### src/rtl/pipeline_pkg.sv
// pipeline_pkg: shared types and helpers for the generic pipeline stage register.
//   pipe_state_e    - occupancy state of a stage register (EMPTY / ONE / TWO)
//   memprep_memex_t - example stage payload; cast to DATA_W at instantiation
//   kill_bits()     - clears the kill-masked payload bits of an invalid beat
package pipeline_pkg;

    // Widest payload the helper function handles; callers cast to/from it.
    localparam int PIPE_MAX_W = 256;

    typedef enum logic [1:0] {
        PS_EMPTY = 2'd0,
        PS_ONE   = 2'd1,
        PS_TWO   = 2'd2
    } pipe_state_e;

    // MEMPREP -> MEMEX payload (56 bits); regfile_we is the usual kill target.
    typedef struct packed {
        logic [15:0] pc4;
        logic [4:0]  rd;
        logic [31:0] alu_result;
        logic        regfile_we;
        logic [1:0]  rd_data_sel;
    } memprep_memex_t;

    // A killed beat still occupies a slot; only its side-effect bits are cleared.
    function automatic logic [PIPE_MAX_W-1:0] kill_bits(
        input logic [PIPE_MAX_W-1:0] data,
        input logic [PIPE_MAX_W-1:0] mask,
        input logic                  invalid
    );
        return invalid ? (data & ~mask) : data;
    endfunction

endpackage

### src/rtl/pipe_sat_counter.sv
// pipe_sat_counter: saturating up-counter for performance statistics.
//   clk   - clock
//   rst   - synchronous active-high clear
//   inc   - count this cycle
//   count - current value, holds at all-ones
module pipe_sat_counter #(
    parameter int W = 16
) (
    input  logic         clk,
    input  logic         rst,
    input  logic         inc,
    output logic [W-1:0] count
);

    always_ff @(posedge clk) begin
        if (rst)
            count <= '0;
        else if (inc && (count != '1))
            count <= count + 1'b1;
    end

endmodule

### src/rtl/pipeline_stage_reg.sv
// pipeline_stage_reg: valid/ready stage register with flush, kill masking of
// invalid beats and a saturating stall counter.
// Build option: PIPE_SKID_EN adds a skid entry so in_ready is registered and
// has no combinational path from out_ready; otherwise a single entry with
// in_ready = !out_valid | out_ready.
//   clk, rst                         - clock, synchronous active-high reset
//   flush                            - drop held beats and the beat offered now
//   in_valid/in_ready/in_invalid/in_data    - upstream handshake and payload
//   out_valid/out_ready/out_invalid/out_data - downstream handshake and payload
//   stall_cnt                        - cycles with out_valid & !out_ready
module pipeline_stage_reg
    import pipeline_pkg::*;
#(
    parameter int              DATA_W    = 64,
    parameter logic [DATA_W-1:0] KILL_MASK = '0,
    parameter int              CNT_W     = 16
) (
    input  logic              clk,
    input  logic              rst,
    input  logic              flush,
    input  logic              in_valid,
    output logic              in_ready,
    input  logic              in_invalid,
    input  logic [DATA_W-1:0] in_data,
    output logic              out_valid,
    input  logic              out_ready,
    output logic              out_invalid,
    output logic [DATA_W-1:0] out_data,
    output logic [CNT_W-1:0]  stall_cnt
);

    pipe_state_e       state, state_nxt;
    logic [DATA_W-1:0] main_data, in_store;
    logic              main_inv;
    logic              accept, take, load_main;

    assign accept    = in_valid & in_ready;
    assign take      = out_valid & out_ready;
    assign out_valid = (state != PS_EMPTY);
    assign out_data  = main_data;
    assign out_invalid = main_inv;

    assign in_store = DATA_W'(kill_bits(PIPE_MAX_W'(in_data), PIPE_MAX_W'(KILL_MASK), in_invalid));

`ifdef PIPE_SKID_EN
    logic [DATA_W-1:0] skid_data;
    logic              skid_inv;
    logic              load_skid, main_from_skid;
`endif

    always_comb begin
        state_nxt = state;
        load_main = 1'b0;
`ifdef PIPE_SKID_EN
        load_skid      = 1'b0;
        main_from_skid = 1'b0;
`endif
        case (state)
            PS_EMPTY: begin
                if (accept) begin
                    state_nxt = PS_ONE;
                    load_main = 1'b1;
                end
            end
            PS_ONE: begin
                if (accept && take) begin
                    load_main = 1'b1;
                end else if (take) begin
                    state_nxt = PS_EMPTY;
`ifdef PIPE_SKID_EN
                end else if (accept) begin
                    state_nxt = PS_TWO;
                    load_skid = 1'b1;
`endif
                end
            end
`ifdef PIPE_SKID_EN
            PS_TWO: begin
                // skid always drains into main, so FIFO order is preserved
                if (take) begin
                    state_nxt      = PS_ONE;
                    main_from_skid = 1'b1;
                end
            end
`endif
            default: state_nxt = PS_EMPTY;
        endcase
        // flush drops everything, including a beat offered this cycle
        if (flush) begin
            state_nxt = PS_EMPTY;
            load_main = 1'b0;
`ifdef PIPE_SKID_EN
            load_skid      = 1'b0;
            main_from_skid = 1'b0;
`endif
        end
    end

    always_ff @(posedge clk) begin
        if (rst) begin
            state     <= PS_EMPTY;
            main_data <= '0;
            main_inv  <= 1'b0;
        end else begin
            state <= state_nxt;
            if (load_main) begin
                main_data <= in_store;
                main_inv  <= in_invalid;
`ifdef PIPE_SKID_EN
            end else if (main_from_skid) begin
                main_data <= skid_data;
                main_inv  <= skid_inv;
`endif
            end
        end
    end

`ifdef PIPE_SKID_EN
    always_ff @(posedge clk) begin
        if (rst) begin
            skid_data <= '0;
            skid_inv  <= 1'b0;
            in_ready  <= 1'b1;
        end else begin
            if (load_skid) begin
                skid_data <= in_store;
                skid_inv  <= in_invalid;
            end
            // registered from next state: no path from out_ready
            in_ready <= (state_nxt != PS_TWO);
        end
    end
`else
    assign in_ready = !out_valid | out_ready;
`endif

    pipe_sat_counter #(.W(CNT_W)) u_stall_cnt (
        .clk   (clk),
        .rst   (rst),
        .inc   (out_valid & ~out_ready),
        .count (stall_cnt)
    );

endmodule

### config.mk
export PLATFORM = sky130hd
export DESIGN_NAME = pipeline_stage_reg
export DESIGN_NICKNAME = d
export VERILOG_FILES = /design/src/rtl/pipeline_pkg.sv /design/src/rtl/pipe_sat_counter.sv /design/src/rtl/pipeline_stage_reg.sv
export SDC_FILE = /design/constraint.sdc
export NUM_CORES = 1
export LEC_CHECK = 0
export BUFFER_PORTS_ARGS = -buffer_cell sky130_fd_sc_hd__buf_4
export CAP_MARGIN = 0
export CORE_ASPECT_RATIO = 1.75
export CORE_MARGIN = 2
export CORE_UTILIZATION = 47
export CTS_BUF_LIST = sky130_fd_sc_hd__clkbuf_2
export CTS_CLUSTER_SIZE = 16
export DETAILED_ROUTE_END_ITERATION = 8
export PLACE_DENSITY = 0.8
export SLEW_MARGIN = 40
export SYNTH_ARGS = -nofsm -noshare
export SYNTH_HDL_FRONTEND = slang
export SYNTH_SLANG_ARGS = --single-unit
### constraint.sdc
create_clock -name clk -period 2.2 [get_ports clk]
set_input_delay 0.33 -clock clk [delete_from_list [all_inputs] [get_ports clk]]
set_output_delay 0.33 -clock clk [all_outputs]
set_load 0.02 [all_outputs]
==> impl_metrics.tcl, run 1 <==
set metrics [dict create \
    status "completed" \
    use_met1_pct 27.8 \
    drc 0 \
    synth_top_area_share_pct 51.9 \
    cts.clk_slew.worst_paths_ps 220 \
    synth_nets 464 \
    cap_violations 0 \
    path_class "flop to primary output" \
    place_area_um2 4360 \
    cellLeakagePower_nw 2.18 \
    end_kind "primary output" \
    ant_nets 0 \
    drv_slew 0 \
    drive_gt1_share_pct 30.3 \
    synth_cells 393 \
    ys_seq_area_share_pct 51.9 \
    finClkSkew_ps 36.8 \
    grt_pass1_wl_um 16600 \
    path_max_fanout 4 \
    grt_usage_pct 29.0 \
    multi_input_area_um2 1420 \
    yosys.cell_count.top_type "nand2_1" \
    dr.pass1.iters 4 \
    first_iter_violations 241 \
    n_antenna_cell 0 \
    power-per-cell-area_nw_per_um2 564 \
    yosys.area.top_type "dfxtp_1" \
    die_y_um 113 \
    fin_crit_ps 1960 \
    top_usage_layer "met2" \
    cp.arrival_ps 1630 \
    ys_top_cells_by_count "nand2_1, dfxtp_1, a21oi_1" \
    ys.flop_type "dfxtp_1" \
    min_period_over_period_pct 88.9 \
    seqCellArea_um2 1640 \
    startpoint_type "flop" \
    cts_tree "built" \
    wl_per_cell_um 15.5 \
    fin_nets 665 \
    final_area_um2 5050 \
    netlist_top_cells_area "dfxtp_1, nand2_1, a21oi_1" \
    coreArea_um2 6540 \
    row_count 39 \
    synth.distinct_cells 32 \
    ys_warn_count 0 \
    clk-insertion-delay-late_ps 570 \
    ios 153 \
    cts_hold_buffers 57 \
    met3_usage_pct 5.61 \
    tns_ps 0 \
    fillerInstances 471 \
    final_hold_viol_count 0 \
    vias 3553 \
    post_cts_buffers 0 \
    wl_um 10600 \
    clk_path_buf_depth 2 \
    grt_use_met2_pct 52.4 \
    dieArea_um2 7430 \
    syn_area_um2 3170 \
    max-slew-margin-rel_pct 64.2 \
    min_path_type "input pin to flop" \
    dp_hpwl_um 6360 \
    grt_pass1_vias 3652 \
    synth_edf_count 0 \
    cts_max_level 3 \
    synth_seq_cells 82 \
    cts_made_buffers 9 \
    io_buffers 152 \
    root_buffer "clkbuf_2" \
    max_freq_ghz 0.511 \
    antenna_found_initial 0 \
    grt_start_max_net_pins 66 \
    rsz0062_at_grt "no" \
    setup_viol 0 \
    dieWidth_um 66.0 \
    start_util_pct 48.4 \
    synthArstFlopShare_pct 0 \
    overflow 0 \
    peakVddDrop_v 0.000598 \
    cts.repair.resized 0 \
    place.gp.congestion 0.827 \
    viasPerCell 5.23 \
    area_growth_pct 59.6 \
    cts_sinks 82 \
    tightest_slew_ps 537 \
    avgSynthCellArea_um2 8.05 \
    worst_ep_required_time_ps 1870 \
]
-- power breakdown --
group	total, mW	switching (mW)	internal [mW]
clock	0.767	0.517	0.250
sequential	1.58	0.0321	1.55
combinational	0.505	0.245	0.260
-- layout make-up --
cell class / instances / share of cell area (%)
multi-input cells: 284 / 28.0
flip-flops and latches: 82 / 32.5
well taps: 82 / 2.03
repair buffers: 214 / 35.2
clock inverters: 5 / 1.11
clock buffers: 9 / 0.892
inverters: 3 / 0.223
-- logic make-up after synthesis --
logic type / share of synthesized area [%]
AO/OA/AOI/OAI: 14.8
flip-flops: 51.9
AND/OR/NAND/NOR: 28.0
buffers and inverters: 3.56
adder cells (fa/ha/maj): 0.395
multiplexers: 1.42
-- worst max-delay path, stage by stage, from the launching register on --
cell and delay [ps]:
dfxtp_1 420, nor2b_1 340, inv_1 150, buf_4 180
-- metrics by stage --
stage / total power [mW] / cells / setup slack (ps) / hold WS [ps] / util, %
CTS: 2.84 / 677 / 217 / 0.103 / 77.0
detailed placement: 2.01 / 606 / 483 / 447 / 66.7
global placement: 2.00 / 606 / 556 / 442 / 66.7
global route: 2.97 / 679 / 86.4 / 3.25 / 77.3
finish: 2.85 / 679 / 244 / 14.2 / 77.3
floorplan: 1.79 / 393 / 467 / 409 / -
-- flip-flops by register name, summed over array words and instances, names as in the netlist --
| signal | cells |
|---|---|
| out_data | 64 |
| out_invalid | 1 |
| state | 1 |
| u_stall_cnt.count | 16 |
-- path summary, 6_finish.rpt --
| check | startpoint | end | slack (ps) | cells past startpoint |
|---|---|---|---|---|
| setup / recovery | state[0] | in_ready | 240 | 3 |
| hold / removal | in_data[29] | out_data[29] | 10 | 3 |
| setup reg to reg | u_stall_cnt.count[0] | u_stall_cnt.count[14] | 440 | 5 |
| hold reg to reg | out_data[12] | out_data[12] | 470 | 2 |
-- layer usage --
layer / up-vias / share of wire [%]
li1: 1722 / -
met1: 1591 / 33
met2: 183 / 54
met3: 57 / 6.5
met4: 0 / 6.3
met5: - / 0
-- cells in the final DEF, fill, tap and decap left out, types with 3 or more instances in the layout --
cell | Yosys | routed
a21oi_1 | 78 | 78
nor3_1 | 4 | 4
buf_4 | 0 | 153
and3_1 | 4 | 4
nor2b_1 | 5 | 5
o21ai_0 | 5 | 5
nand3_1 | 4 | 4
nor2_1 | 9 | 9
mux2_2 | 4 | 4
o31ai_1 | 5 | 5
dfxtp_1 | 82 | 82
clkbuf_2 | 0 | 9
dlygate4sd3_1 | 0 | 59
or4_1 | 5 | 5
inv_1 | 3 | 3
nand4_1 | 6 | 6
nand2_1 | 135 | 135
Power figures use the tool's default switching activity.
==> run 2, diff against run 1 <==
--- a/config.mk
+++ b/config.mk
@@ -13,8 +13,10 @@
 export CTS_BUF_LIST = sky130_fd_sc_hd__clkbuf_2
 export CTS_CLUSTER_SIZE = 16
 export DETAILED_ROUTE_END_ITERATION = 8
+export MAX_ROUTING_LAYER = met4
 export PLACE_DENSITY = 0.8
 export SLEW_MARGIN = 40
 export SYNTH_ARGS = -nofsm -noshare
 export SYNTH_HDL_FRONTEND = slang
 export SYNTH_SLANG_ARGS = --single-unit
+export TNS_END_PERCENT = 30
==> impl_metrics.tcl, run 2 (synthesis results as in run 1) <==
set metrics [dict create \
    status "completed" \
    path_max_fanout 4 \
    combPwrFrac_pct 17.7 \
    instances_no_fill 679 \
    drv_slew 0 \
    drc 0 \
    r2r_end "u_stall_cnt.count[14]" \
    wl_per_cell_um 15.5 \
    worst_ep_required_time_ps 1870 \
    row_count 39 \
    setup_viol 0 \
    cts_tree "built" \
    fin_crit_ps 1960 \
    wl_um 10500 \
    hp-start "in_data[29]" \
    crit_path_max_incr_delay_ps 420 \
    final_area_um2 5050 \
    largest_reg_flops 64 \
    min_period_over_period_pct 89.2 \
    cts.clk_slew.worst_paths_ps 220 \
    layout.cells.most_common_list "buf_4, nand2_1, dfxtp_1, a21oi_1, dlygate4sd3_1" \
    dp_hpwl_um 6360 \
    dp.cells 606 \
    critPathSlowestCell "dfxtp_1" \
    switching_share_pct 27.9 \
    cts_sinks 82 \
    cts_made_buffers 9 \
    area_growth_pct 59.6 \
    coreArea_um2 6540 \
    first_iter_violations 228 \
    clk_path_buf_depth 2 \
    post-route-util_pct 77.3 \
    cp.arrival_ps 1630 \
    start_util_pct 48.4 \
    rrSetupSlack_ps 430 \
    tns_ps 0 \
    cell_internal_pwr_mw 2.06 \
    peakVddDrop_v 0.000596 \
    setup_ws_ps 239 \
    antenna_found_initial 0 \
    dr.pass1.iters 5 \
    ios 153 \
    grt_start_max_net_pins 66 \
    io_buffers 152 \
    place.gp.congestion 0.840 \
    min_path_type "input pin to flop" \
    place_area_um2 4360 \
    path_class "flop to primary output" \
    power-per-cell-area_nw_per_um2 564 \
    grt_pass1_vias 3660 \
    p_total_mw 2.85 \
    dieArea_um2 7430 \
    final_hold_viol_count 0 \
    fin_nets 665 \
    holdWs_ps 7.18 \
    n_antenna_cell 0 \
    vias 3568 \
    power_frac_clock_pct 27.0 \
    grt_usage_pct 29.8 \
    tightest_slew_ps 538 \
    root_buffer "clkbuf_2" \
    rsz0062_at_grt "no" \
    p_sw_mw 0.796 \
    ant_nets 0 \
    drive_gt1_share_pct 30.3 \
    die_y_um 113 \
    startpoint_type "flop" \
    crit_chain "nor2b_1 > inv_1 > buf_4" \
    max-slew-margin-rel_pct 64.2 \
    cap_violations 0 \
    overflow 0 \
    seqPwrFrac_pct 55.3 \
    cp-endpoint "in_ready" \
    max_freq_ghz 0.510 \
    clk-insertion-delay-late_ps 570 \
    cts_max_level 3 \
    reg2reg_depth 5 \
    place_ws_ps 483 \
    grt_pass1_wl_um 16600 \
    layout_commonest_cell "buf_4" \
    finClkSkew_ps 33.4 \
    startpoint "state[0]" \
    dieWidth_um 66.0 \
    r2r_start "u_stall_cnt.count[0]" \
    viasPerCell 5.25 \
    end_kind "primary output" \
    cellLeakagePower_nw 2.18 \
]
-- run 2: cell counts in the layout (fill, tap and decap cells not counted) --
No cell type changed its count.
-- run 2: metal layers --
layer | vias to the layer above | GRT usage (%) | part of all wire, %
met5 | - | - | 0
met4 | 0 | 21.2 | 6.4
met3 | 56 | 5.11 | 6.0
met2 | 176 | 52.3 | 54
met1 | 1616 | 28.1 | 34
li1 | 1720 | - | -
-- run 2: cell type report --
class	count	area (um2)
repair buffers	214	1780
flip-flops and latches	82	1640
fillers	471	1490
multi-input cells	284	1420
well taps	82	103
clock inverters	5	56.3
clock buffers	9	45.0
inverters	3	11.3
-- run 2: how the worst min path moves through the flow --
stage                    to  cells after the start
2_1_floorplan      state[0]                      1
3_3_place_gp   out_data[25]                      2
3_5_place_dp    out_data[9]                      2
4_1_cts         out_data[3]                      3
5_1_grt         out_data[8]                      3
6_report       out_data[29]                      3
-- run 2: critical path, delay by kind of cell, from the launching register on --
kind / cells / cell delay, ps
buf+inv: 2 / 330
simple gates: 1 / 340
flops: 1 / 420
-- run 2: repair_timing --
item	4_1_cts	5_1_grt
setup endpoints to repair	0	0
hold buffers	57	2
endpoints found under the hold margin	57	2
buffers inserted	0	0
gates resized for setup	0	0
-- run 2: power groups by stage --
stage | clock (mW) | sequential, mW | combinational [mW]
after global routing | 0.845 | 1.59 | 0.539
final | 0.769 | 1.58 | 0.505
after floorplan | 0 | 1.67 | 0.121
after global placement | 0 | 1.60 | 0.400
after detailed placement | 0 | 1.60 | 0.407
after CTS | 0.775 | 1.57 | 0.491
==> run 3, diff against run 2 <==
--- a/config.mk
+++ b/config.mk
@@ -7,14 +7,16 @@
 export LEC_CHECK = 0
 export BUFFER_PORTS_ARGS = -buffer_cell sky130_fd_sc_hd__buf_4
 export CAP_MARGIN = 0
+export CELL_PAD_IN_SITES_DETAIL_PLACEMENT = 1
+export CELL_PAD_IN_SITES_GLOBAL_PLACEMENT = 1
 export CORE_ASPECT_RATIO = 1.75
 export CORE_MARGIN = 2
-export CORE_UTILIZATION = 47
+export CORE_UTILIZATION = 33
 export CTS_BUF_LIST = sky130_fd_sc_hd__clkbuf_2
 export CTS_CLUSTER_SIZE = 16
 export DETAILED_ROUTE_END_ITERATION = 8
 export MAX_ROUTING_LAYER = met4
-export PLACE_DENSITY = 0.8
+export PLACE_DENSITY = 0.81
 export SLEW_MARGIN = 40
 export SYNTH_ARGS = -nofsm -noshare
 export SYNTH_HDL_FRONTEND = slang
==> impl_metrics.tcl, run 3 (synthesis results as in run 1) <==
set metrics [dict create \
    status "completed" \
    io_buffers 152 \
    drc 0 \
    cellLeakagePower_nw 2.22 \
    cts_max_level 3 \
    rrSetupSlack_ps 390 \
    final_hold_viol_count 0 \
    max_freq_ghz 0.499 \
    dp.cells 649 \
    ant_nets 0 \
    cap_violations 0 \
    cts.repair.resized 0 \
    top_usage_layer "met2" \
    place.gp.congestion 0.826 \
    min_path_type "input pin to flop" \
    met3_usage_pct 4.40 \
    coreArea_um2 9410 \
    rsz0062_at_grt "no" \
    cp.arrival_ps 1680 \
    grt_use_met2_pct 48.2 \
    wl_um 12900 \
    viasPerCell 4.92 \
    setup_ws_ps 195 \
    post_cts_buffers 0 \
    min_to "u_stall_cnt.count[1]" \
    dieArea_um2 10400 \
    end_kind "primary output" \
    die_y_um 134 \
    startpoint_type "flop" \
    clk-insertion-delay-late_ps 560 \
    cts_tree "built" \
    hp-start "out_ready" \
    use_met1_pct 23.6 \
    area_growth_pct 63.6 \
    max-slew-margin-rel_pct 64.3 \
    antenna_found_initial 1 \
    vias 3599 \
    ios 153 \
    tns_ps 0 \
    grt_pass1_vias 3966 \
    power-per-cell-area_nw_per_um2 543 \
    place_ws_ps 464 \
    layout.cells.most_common_list "buf_4, nand2_1, dfxtp_1, a21oi_1, dlygate4sd3_1" \
    grt_pass1_wl_um 19800 \
    r2r_end "u_stall_cnt.count[14]" \
    path_class "flop to primary output" \
    root_buffer "clkbuf_2" \
    reg2reg_depth 5 \
    fin_crit_ps 2010 \
    row_count 47 \
    min_period_over_period_pct 91.1 \
    fin_nets 676 \
    layout_commonest_cell "buf_4" \
    path_max_fanout 4 \
    overflow 0 \
    setup_viol 0 \
    dieWidth_um 78.0 \
    tightest_slew_ps 536 \
    grt_usage_pct 25.3 \
    finClkSkew_ps 24.0 \
    first_iter_violations 75 \
    cts_made_buffers 9 \
    r2r_start "u_stall_cnt.count[0]" \
    worst_ep_required_time_ps 1870 \
    drv_slew 0 \
    cts.clk_slew.worst_paths_ps 220 \
    cts_sinks 82 \
    clk_path_buf_depth 2 \
    grt_start_max_net_pins 50 \
    start_util_pct 33.6 \
    dr.pass1.iters 5 \
    hold_depth 4 \
    instances_no_fill 732 \
    drive_gt1_share_pct 30.4 \
    largest_reg_flops 64 \
    dp_hpwl_um 7730 \
    peakVddDrop_v 0.000382 \
    wl_per_cell_um 17.6 \
]
run 3: changes by cell type in the layout (fill, tap and decap cells not counted):
cell | previous run | this run
clkinv_4 | 0 | 2
dlygate4sd3_1 | 59 | 67
inv_6 | 1 | 0
clkbuf_2 | 9 | 11
bufinv_16 | 1 | 0
buf_12 | 2 | 1
buf_4 | 153 | 157
diode_2 | 0 | 1
clkinv_2 | 2 | 1
run 3: through the flow:
stage                     utilization, %  area (um2)  hold slack [ps]  power, mW
after CTS                           54.9        5170             8.26       2.81
after floorplan                        -        3170              409       1.79
after global routing                55.0        5180              130       2.96
after detailed placement            47.0        4420              448       2.02
after global placement              47.0        4420              443       2.01
final                               55.0        5180              130       2.81
run 3: layer usage:
metal / wire (um) / vias to the layer above / share of wire [%]
met5: 0 / - / 0
met4: 440 / 0 / 3.4
met3: 497 / 33 / 3.9
met2: 7390 / 115 / 57
met1: 4520 / 1703 / 35
li1: - / 1748 / -
run 3: final cells by class:
type | instances | area [um2]
Timing Repair Buffer | 225 | 1870
Multi-Input combinational cell | 284 | 1420
Antenna cell | 1 | 2.50
Fill cell | 1175 | 4230
Tap cell | 122 | 153
Inverter | 3 | 11.3
Clock buffer | 11 | 55.1
Clock inverter | 4 | 30.0
Sequential cell | 82 | 1640
run 3: power breakdown:
group,internal (mW),leakage [nW],total [mW],switching (mW)
Clock,0.154,0.0580,0.699,0.545
Sequential,1.55,0.668,1.58,0.0326
Combinational,0.271,1.49,0.533,0.262
Total,1.97,2.22,2.81,0.839
run 3: worst max-delay path by stage:
| stage | end | from |
|---|---|---|
| after floorplan | u_stall_cnt.count[14] | u_stall_cnt.count[0] |
| after global placement | u_stall_cnt.count[14] | u_stall_cnt.count[0] |
| after detailed placement | u_stall_cnt.count[14] | u_stall_cnt.count[0] |
| after CTS | in_ready | state[0] |
| after global routing | in_ready | state[0] |
| final | in_ready | state[0] |
run 3: worst max-delay path, cell delays in order (launching register included):
cell     delay [ps]
dfxtp_1         430
nor2b_1         340
inv_1           160
buf_4           190
run 3: repair_timing:
item / 4_1_cts / 5_1_grt
endpoints found under the setup margin: 0 / 0
endpoints found under the hold margin: 66 / 1
hold buffers: 66 / 1
